`src/rtl/ov7670_capture.sv`:
```
// OV7670 parallel-bus capture: syncs PCLK/VSYNC/HREF/D into clk, packs byte pairs into RGB565 pixels.
// Define OV7670_CAPTURE_FRAME_CNT_EN to add the frame_cnt / err_cnt status counters.
`timescale 1ns/1ps
module ov7670_capture #(
   parameter int unsigned H_PIXELS = 640,
   parameter int unsigned V_LINES  = 480,
   parameter int unsigned ADDR_W   = 19
) (
   input  logic              clk,
   input  logic              reset_n,
   input  logic              start_capture,
   input  logic              cam_pclk,
   input  logic              cam_vsync,
   input  logic              cam_href,
   input  logic [7:0]        cam_d,
   output logic [15:0]       pix_data,
   output logic [ADDR_W-1:0] pix_addr,
   output logic              pix_valid,
   output logic              frame_done,
   output logic              line_err,
`ifdef OV7670_CAPTURE_FRAME_CNT_EN
   output logic              busy,
   output logic [15:0]       frame_cnt,
   output logic [7:0]        err_cnt
`else
   output logic              busy
`endif
);

   localparam int unsigned CW = $clog2(H_PIXELS + 2);
   localparam int unsigned LW = $clog2(V_LINES + 2);
   localparam logic [CW-1:0]     COL_FULL  = CW'(H_PIXELS);
   localparam logic [CW-1:0]     COL_SAT   = '1;
   localparam logic [LW-1:0]     LINE_FULL = LW'(V_LINES);
   localparam logic [LW-1:0]     LINE_SAT  = '1;
   localparam logic [ADDR_W-1:0] PIX_LAST  = ADDR_W'(H_PIXELS * V_LINES - 1);

   typedef enum logic [2:0] {
      ST_IDLE,
      ST_WAIT_VS_HIGH,
      ST_WAIT_VS_FALL,
      ST_CAPTURE,
      ST_END
   } state_t;

   state_t state, state_next;

   logic pclk_s1, pclk_s2, pclk_s3;
   logic vsync_s1, vsync_s2, vsync_d;
   logic href_s1, href_s2, href_d;
   logic [7:0] d_s1, d_s2;

   logic              phase;
   logic [7:0]        hi_byte;
   logic [CW-1:0]     col_cnt;
   logic [LW-1:0]     line_cnt;
   logic [ADDR_W-1:0] pix_cnt;

   logic pclk_rise, vs_rise, vs_fall, href_fall;

   always_ff @(posedge clk or negedge reset_n) begin
      if (!reset_n) begin
         pclk_s1  <= 1'b0; pclk_s2  <= 1'b0; pclk_s3 <= 1'b0;
         vsync_s1 <= 1'b0; vsync_s2 <= 1'b0; vsync_d <= 1'b0;
         href_s1  <= 1'b0; href_s2  <= 1'b0; href_d  <= 1'b0;
         d_s1     <= '0;   d_s2     <= '0;
      end else begin
         pclk_s1  <= cam_pclk;  pclk_s2  <= pclk_s1;  pclk_s3 <= pclk_s2;
         vsync_s1 <= cam_vsync; vsync_s2 <= vsync_s1; vsync_d <= vsync_s2;
         href_s1  <= cam_href;  href_s2  <= href_s1;  href_d  <= href_s2;
         d_s1     <= cam_d;     d_s2     <= d_s1;
      end
   end

   assign pclk_rise = pclk_s2 & ~pclk_s3;
   assign vs_rise   = vsync_s2 & ~vsync_d;
   assign vs_fall   = ~vsync_s2 & vsync_d;
   assign href_fall = ~href_s2 & href_d;

   always_ff @(posedge clk or negedge reset_n) begin
      if (!reset_n) state <= ST_IDLE;
      else          state <= state_next;
   end

   // ST_END holds frame_done off by one cycle so a pixel finishing with vsync rise is written first.
   always_comb begin
      state_next = state;
      case (state)
         ST_IDLE:         if (start_capture) state_next = ST_WAIT_VS_HIGH;
         ST_WAIT_VS_HIGH: if (vsync_s2)      state_next = ST_WAIT_VS_FALL;
         ST_WAIT_VS_FALL: if (vs_fall)       state_next = ST_CAPTURE;
         ST_CAPTURE:      if (vs_rise)       state_next = ST_END;
         ST_END:                             state_next = ST_WAIT_VS_FALL;
         default:                            state_next = ST_IDLE;
      endcase
      if (!start_capture) state_next = ST_IDLE;
   end

   always_ff @(posedge clk or negedge reset_n) begin
      if (!reset_n) begin
         pix_data   <= '0;
         pix_addr   <= '0;
         pix_valid  <= 1'b0;
         frame_done <= 1'b0;
         line_err   <= 1'b0;
         phase      <= 1'b0;
         hi_byte    <= '0;
         col_cnt    <= '0;
         line_cnt   <= '0;
         pix_cnt    <= '0;
`ifdef OV7670_CAPTURE_FRAME_CNT_EN
         frame_cnt  <= '0;
         err_cnt    <= '0;
`endif
      end else begin
         pix_valid  <= 1'b0;
         frame_done <= 1'b0;
         if (start_capture) begin
            case (state)
               ST_WAIT_VS_FALL: begin
                  if (vs_fall) begin
                     pix_cnt  <= '0;
                     col_cnt  <= '0;
                     line_cnt <= '0;
                     phase    <= 1'b0;
                     line_err <= 1'b0;
                  end
               end
               ST_CAPTURE: begin
                  if (pclk_rise && href_s2) begin
                     if (!phase) begin
                        hi_byte <= d_s2;
                        phase   <= 1'b1;
                     end else begin
                        phase <= 1'b0;
                        if (col_cnt != COL_SAT) col_cnt <= col_cnt + 1'b1;
                        if (col_cnt < COL_FULL && line_cnt < LINE_FULL) begin
                           pix_valid <= 1'b1;
                           pix_data  <= {hi_byte, d_s2};
                           pix_addr  <= pix_cnt;
                           if (pix_cnt != PIX_LAST) pix_cnt <= pix_cnt + 1'b1;
                        end
                     end
                  end
                  // a dangling high byte at line end is discarded
                  if (href_fall) begin
                     col_cnt <= '0;
                     phase   <= 1'b0;
                     if (line_cnt != LINE_SAT) line_cnt <= line_cnt + 1'b1;
                     if (phase || col_cnt != COL_FULL) line_err <= 1'b1;
                  end
               end
               ST_END: begin
                  frame_done <= 1'b1;
`ifdef OV7670_CAPTURE_FRAME_CNT_EN
                  frame_cnt <= frame_cnt + 1'b1;
                  if (line_err && err_cnt != 8'hFF) err_cnt <= err_cnt + 1'b1;
`endif
               end
               default: ;
            endcase
         end
      end
   end

   assign busy = (state == ST_CAPTURE);

endmodule

```
`config.mk`:
```
export PLATFORM = sky130hd
export DESIGN_NAME = ov7670_capture
export DESIGN_NICKNAME = d
export VERILOG_FILES = /design/src/rtl/ov7670_capture.sv
export SDC_FILE = /design/constraint.sdc
export NUM_CORES = 1
export LEC_CHECK = 0
export CORE_ASPECT_RATIO = 0.9
export CORE_MARGIN = 2
export CORE_UTILIZATION = 35
export CTS_CLUSTER_SIZE = 30
export DETAILED_ROUTE_END_ITERATION = 8
export RECOVER_POWER = 100
export SLEW_MARGIN = 20
export SYNTH_ARGS = -nofsm -noshare
export SYNTH_HDL_FRONTEND = slang
export SYNTH_SLANG_ARGS = --single-unit
```
`constraint.sdc`:
```
create_clock -name clk -period 5 [get_ports clk]
set_input_delay 1 -clock clk [delete_from_list [all_inputs] [get_ports clk]]
set_output_delay 1 -clock clk [all_outputs]
set_load 0.02 [all_outputs]
```
## After elaboration in Yosys (flattened, before gate mapping)

Index checks and enable logic that the tools add are counted.

| operators by class | value |
|---|---|
| add/sub/neg operators | 3 |
| magnitude comparators | 2 |
| equal/unequal tests | 22 |
| mux-type cells | 36 |
| bitwise operators | 9 |
| reduce and logical (&&, ||, !) cells | 13 |

Operator list:

| kind | number |
|---|---|
| $mux W19 | 5 |
| $mux W10 | 5 |
| $pmux W19 S2 | 1 |
| $mux W9 | 3 |
| $ne A10 B10 Y1 const B | 2 |
| $pmux W10 S2 | 1 |
| $add A19 B1 Y19 const B | 1 |
| $ne A19 B19 Y1 const B | 1 |
| $pmux W9 S2 | 1 |
| $pmux W3 S5 | 1 |
| $reduce_and A5 Y1 | 3 |
| $ne A2 B1 Y1 const B | 7 |
| $mux W1 | 13 |
| $mux W3 | 4 |
| $add A10 B1 Y10 const B | 1 |
| $lt A10 B10 Y1 const B | 1 |
| $add A9 B1 Y9 const B | 1 |
| $lt A9 B9 Y1 const B | 1 |
| $ne A3 B1 Y1 const B | 3 |
| $ne A9 B9 Y1 const B | 1 |
| $reduce_and A4 Y1 | 2 |
| $reduce_and A7 Y1 | 1 |
| $eq A3 B2 Y1 const B | 2 |
| $ne A3 B3 Y1 const B | 2 |
| 13 further kinds | 22 |

| word-level totals | value |
|---|---|
| bits in registers | 113 |
| input port bits | 14 |
| output and inout bits | 39 |
| logic and storage cells | 107 |

## Depth between registers and ports, before layout

| depth | value |
|---|---|
| word-level depth | 7 |
| depth in mapped cells | 8 |
| depth with buffers taken out | 8 |

## Worst setup path before layout

No wires, ideal clock.

| path | value |
|---|---|
| path kind | input to register |
| start point | input port start_capture |
| end point | register pix_cnt[7] |
| library setup time | 0.126 ns |
| data arrival time | 2.133 ns |
| data required time | 4.874 ns |
| path slack | 2.741 ns |
| cell stages on the path | 6 |
| cell sequence | nand3b_4 a21o_1 a211o_1 and2_1 buf_6 a221o_1 |

| on the way | value |
|---|---|
| word-level cells in the longest chain between the ends | 1 |

RTL lines:

| item | line | source |
|---|---|---|
| start: declaration | 11 | `input logic start_capture,` |
| $reduce_and A7 Y1 (no line) | n/a |  |
| end signal: assignment | 141 | `if (pix_cnt != PIX_LAST) pix_cnt <= pix_cnt + 1'b1;` |
| end: declaration | 57 | `logic [ADDR_W-1:0] pix_cnt;` |

Every way passes these cells.
A chain may end at the register's enable or synchronous reset.

## Worst setup path after layout

| path | value |
|---|---|
| start point | input port start_capture |
| end point | register pix_cnt[11] |

The elaborated chain is that of the path after synthesis.

==> reports/results.ini <==
[route]
drc_errors = 0
firstDrtPassIters = 6
wl_um = 10400
vias_per_cell = 5.15
wl_per_cell_um = 15.3
drtAntennaViolNets = 0
dr_total_vias = 3519
drt_iter0_drc = 289

[sta]
rsz0062_at_grt = false
maxSlewHeadroom_pct = -49.5
report.final.setup_viol = 0
fin_worst_skew_ps = 7.53
period_needed_ps = 3760
finalHoldViolCount = 0
hold_ws_ps = 345
fin_ws_ps = 1240
drv_slew = 42
min_period_over_period_pct = 75.1
setup-tns-final_ps = 0
worst_slew_pin_slew_ps = 2240
timing.fmax_mhz = 266

[die]
ioPinCount = 53
die_width_um = 128
core_area_um2 = 13500
row_count = 40
start_util_pct = 36.2
die_area_um2 = 14900
die_h_um = 116

[setup_path]
start_kind = primary input
crit_start = start_capture
worstPathArrival_ps = 4090
endpoint = pix_cnt[11]
crit_path_end_kind = flop
r2r_slack_ps = 1950
r2r_cells = 5
cp_max_fo = 15
reg2reg_to = pix_cnt[11]
r2r_start = state[2]
worst-endpoint-required_ps = 5330
path_class = in2reg

[cts]
clkTransAtPathRegs_ps = 60
cts_root_buffer = clkbuf_16
cts-buffers-inserted = 17
cts-resized-gates = 0
cts.sinks = 113
cts-htree-levels = 4
clk_latency_ps = 420
ctsHoldBuffers = 0
cts_tree = yes
postCtsSetupBuffers = 0
clk_path_buf_depth = 2

[final_layout]
finish.utilization_pct = 45.1
syn_to_final_growth_pct = 24.5
final-seq-area_um2 = 2830
fillCellCount = 1239
fin_area_um2 = 6070
num_antenna_cells = 0
multi_input_area_um2 = 1890
layout-drive-gt1-share_pct = 12.2
finalNonFillerCells = 683
nets = 521

[job]
drv_cap = 1

[synth]
synthArstFlopShare_pct = 100
ys_warn_count = 0
synth.ff_latch_count = 113
syn_inst = 444
syn_area_um2 = 4880
synth_flop_cell = dfrtp_1
synth_edf_count = 0
synthDistinctLibCells = 59
syn-num-nets = 463
syn_area_per_cell_um2 = 11.0
synth.yosys.seq_area_share_pct = 58.0

[hold_path]
hp-class = reg2reg
whs_path_depth = 0

[grt]
antenna_found_initial = 0
grt_use_total_pct = 15.4
grt_pass1_vias = 3423
grt_pass1_wl_um = 17400
grt_start_max_net_pins = 74
grt-ovfl-total = 0

[placement]
place_area_um2 = 5550
pre_cts_ws_ps = 1540
port_buffers = 52
placedCellCount = 651
gp_congestion = 0.856
dp_hpwl_um = 6940

[status]
violations = capacitance limit, slew limit
run_status = finished with violations

[pwr]
vdd_drop_max_v = 0.000263
powerDensity_nw_per_um2 = 365
leakage_nw = 2.99
fin_total_pwr_mw = 2.22

## layout make-up
type | instances | share of cell area, %
Sequential cell | 113 | 46.6
Tap cell | 168 | 3.46
Inverter | 12 | 0.742
Clock buffer | 18 | 7.23
Clock inverter | 14 | 2.18
Multi-Input combinational cell | 304 | 31.1
Timing Repair Buffer | 54 | 8.72
## routing by layer
| layer | share of wire (%) | global-route usage, % |
|---|---|---|
| met4 | 0.89 | 7.25 |
| met5 | 0 | 0 |
| met3 | 7.7 | 6.05 |
| met2 | 44 | 21.8 |
| met1 | 47 | 20.8 |
## worst max-delay path, stage by stage
cell and delay [ps]:
dlygate4sd3_1 610, and4b_1 310, nand4_1 550, a21oi_1 1180, a41oi_1 240, a31oi_1 200
## cells in the final DEF, fill, tap and decap left out, types with 6 or more instances in the layout
master,Yosys,routed
xor2_1,6,6
nand3_1,20,20
nand4_1,10,11
clkbuf_16,0,17
a211o_1,8,8
nor2_1,22,22
dfrtp_1,113,113
nor3_1,7,7
and3_1,11,11
nand2_1,83,83
dlygate4sd3_1,0,51
mux2_2,25,24
inv_1,11,11
a21oi_1,14,16
o21ai_0,24,24
## sequential cells by signal (all words and copies together), names as in the netlist, 3 cells and up
| register | flops |
|---|---|
| col_cnt | 10 |
| state | 3 |
| pix_cnt | 19 |
| line_cnt | 9 |
| pix_data | 16 |
| d_s2 | 8 |
| pix_addr | 19 |
| d_s1 | 8 |
| hi_byte | 8 |
## where the power goes
group | internal [mW] | switching [mW] | total [mW]
clock | 0.701 | 0.443 | 1.14
combinational | 0.0355 | 0.0609 | 0.0964
sequential | 0.951 | 0.0270 | 0.978
## worst min path at each step
stage,to,startpoint
global route,d_s2[2],d_s1[2]
global placement,d_s2[2],d_s1[2]
floorplan,d_s2[0],d_s1[0]
detailed placement,d_s2[2],d_s1[2]
CTS,d_s2[2],d_s1[2]
finish,href_s2,href_s1
## cells in the mapped netlist (2+ instances only)
master	number	area, um^2
inv_1	11	41.3
nand4_1	10	62.6
dfrtp_1	113	2830
a21oi_1	14	70.1
nand2b_1	2	12.5
and2_1	3	18.8
a21oi_2	2	17.5
ha_1	5	62.6
a211o_1	8	70.1
o21ai_0	24	120
buf_1	2	7.51
and3_1	11	68.8
a31oi_1	4	25.0
a21o_1	4	30.0
nand4b_1	3	26.3
nor4_2	2	25.0
buf_2	5	25.0
nor3_1	7	35.0
nand3b_1	2	15.0
and4_1	2	17.5
nor2_1	22	82.6
nor2b_1	2	12.5
nor3b_1	4	30.0
nor4_1	3	18.8
o21a_1	3	22.5
nand3_1	20	100
clkbuf_1	5	18.8
clkbuf_2	2	10.0
mux2_2	25	282
o31ai_1	5	37.5
o211a_1	2	20.0
nand2_1	83	312
and4b_1	2	20.0
xor2_1	6	52.6
a22o_1	2	17.5
## kinds of logic after synthesis
family	Yosys count	share of synthesized area, %
multiplexers	26	5.98
buffers and inverters	27	2.41
AO/OA/AOI/OAI	79	11.0
adder cells (fa/ha/maj)	5	1.28
AND/OR/NAND/NOR	187	20.1
flip-flops	113	58.0
XOR/XNOR	7	1.26
No activity file was read; power rests on OpenSTA's default activity.
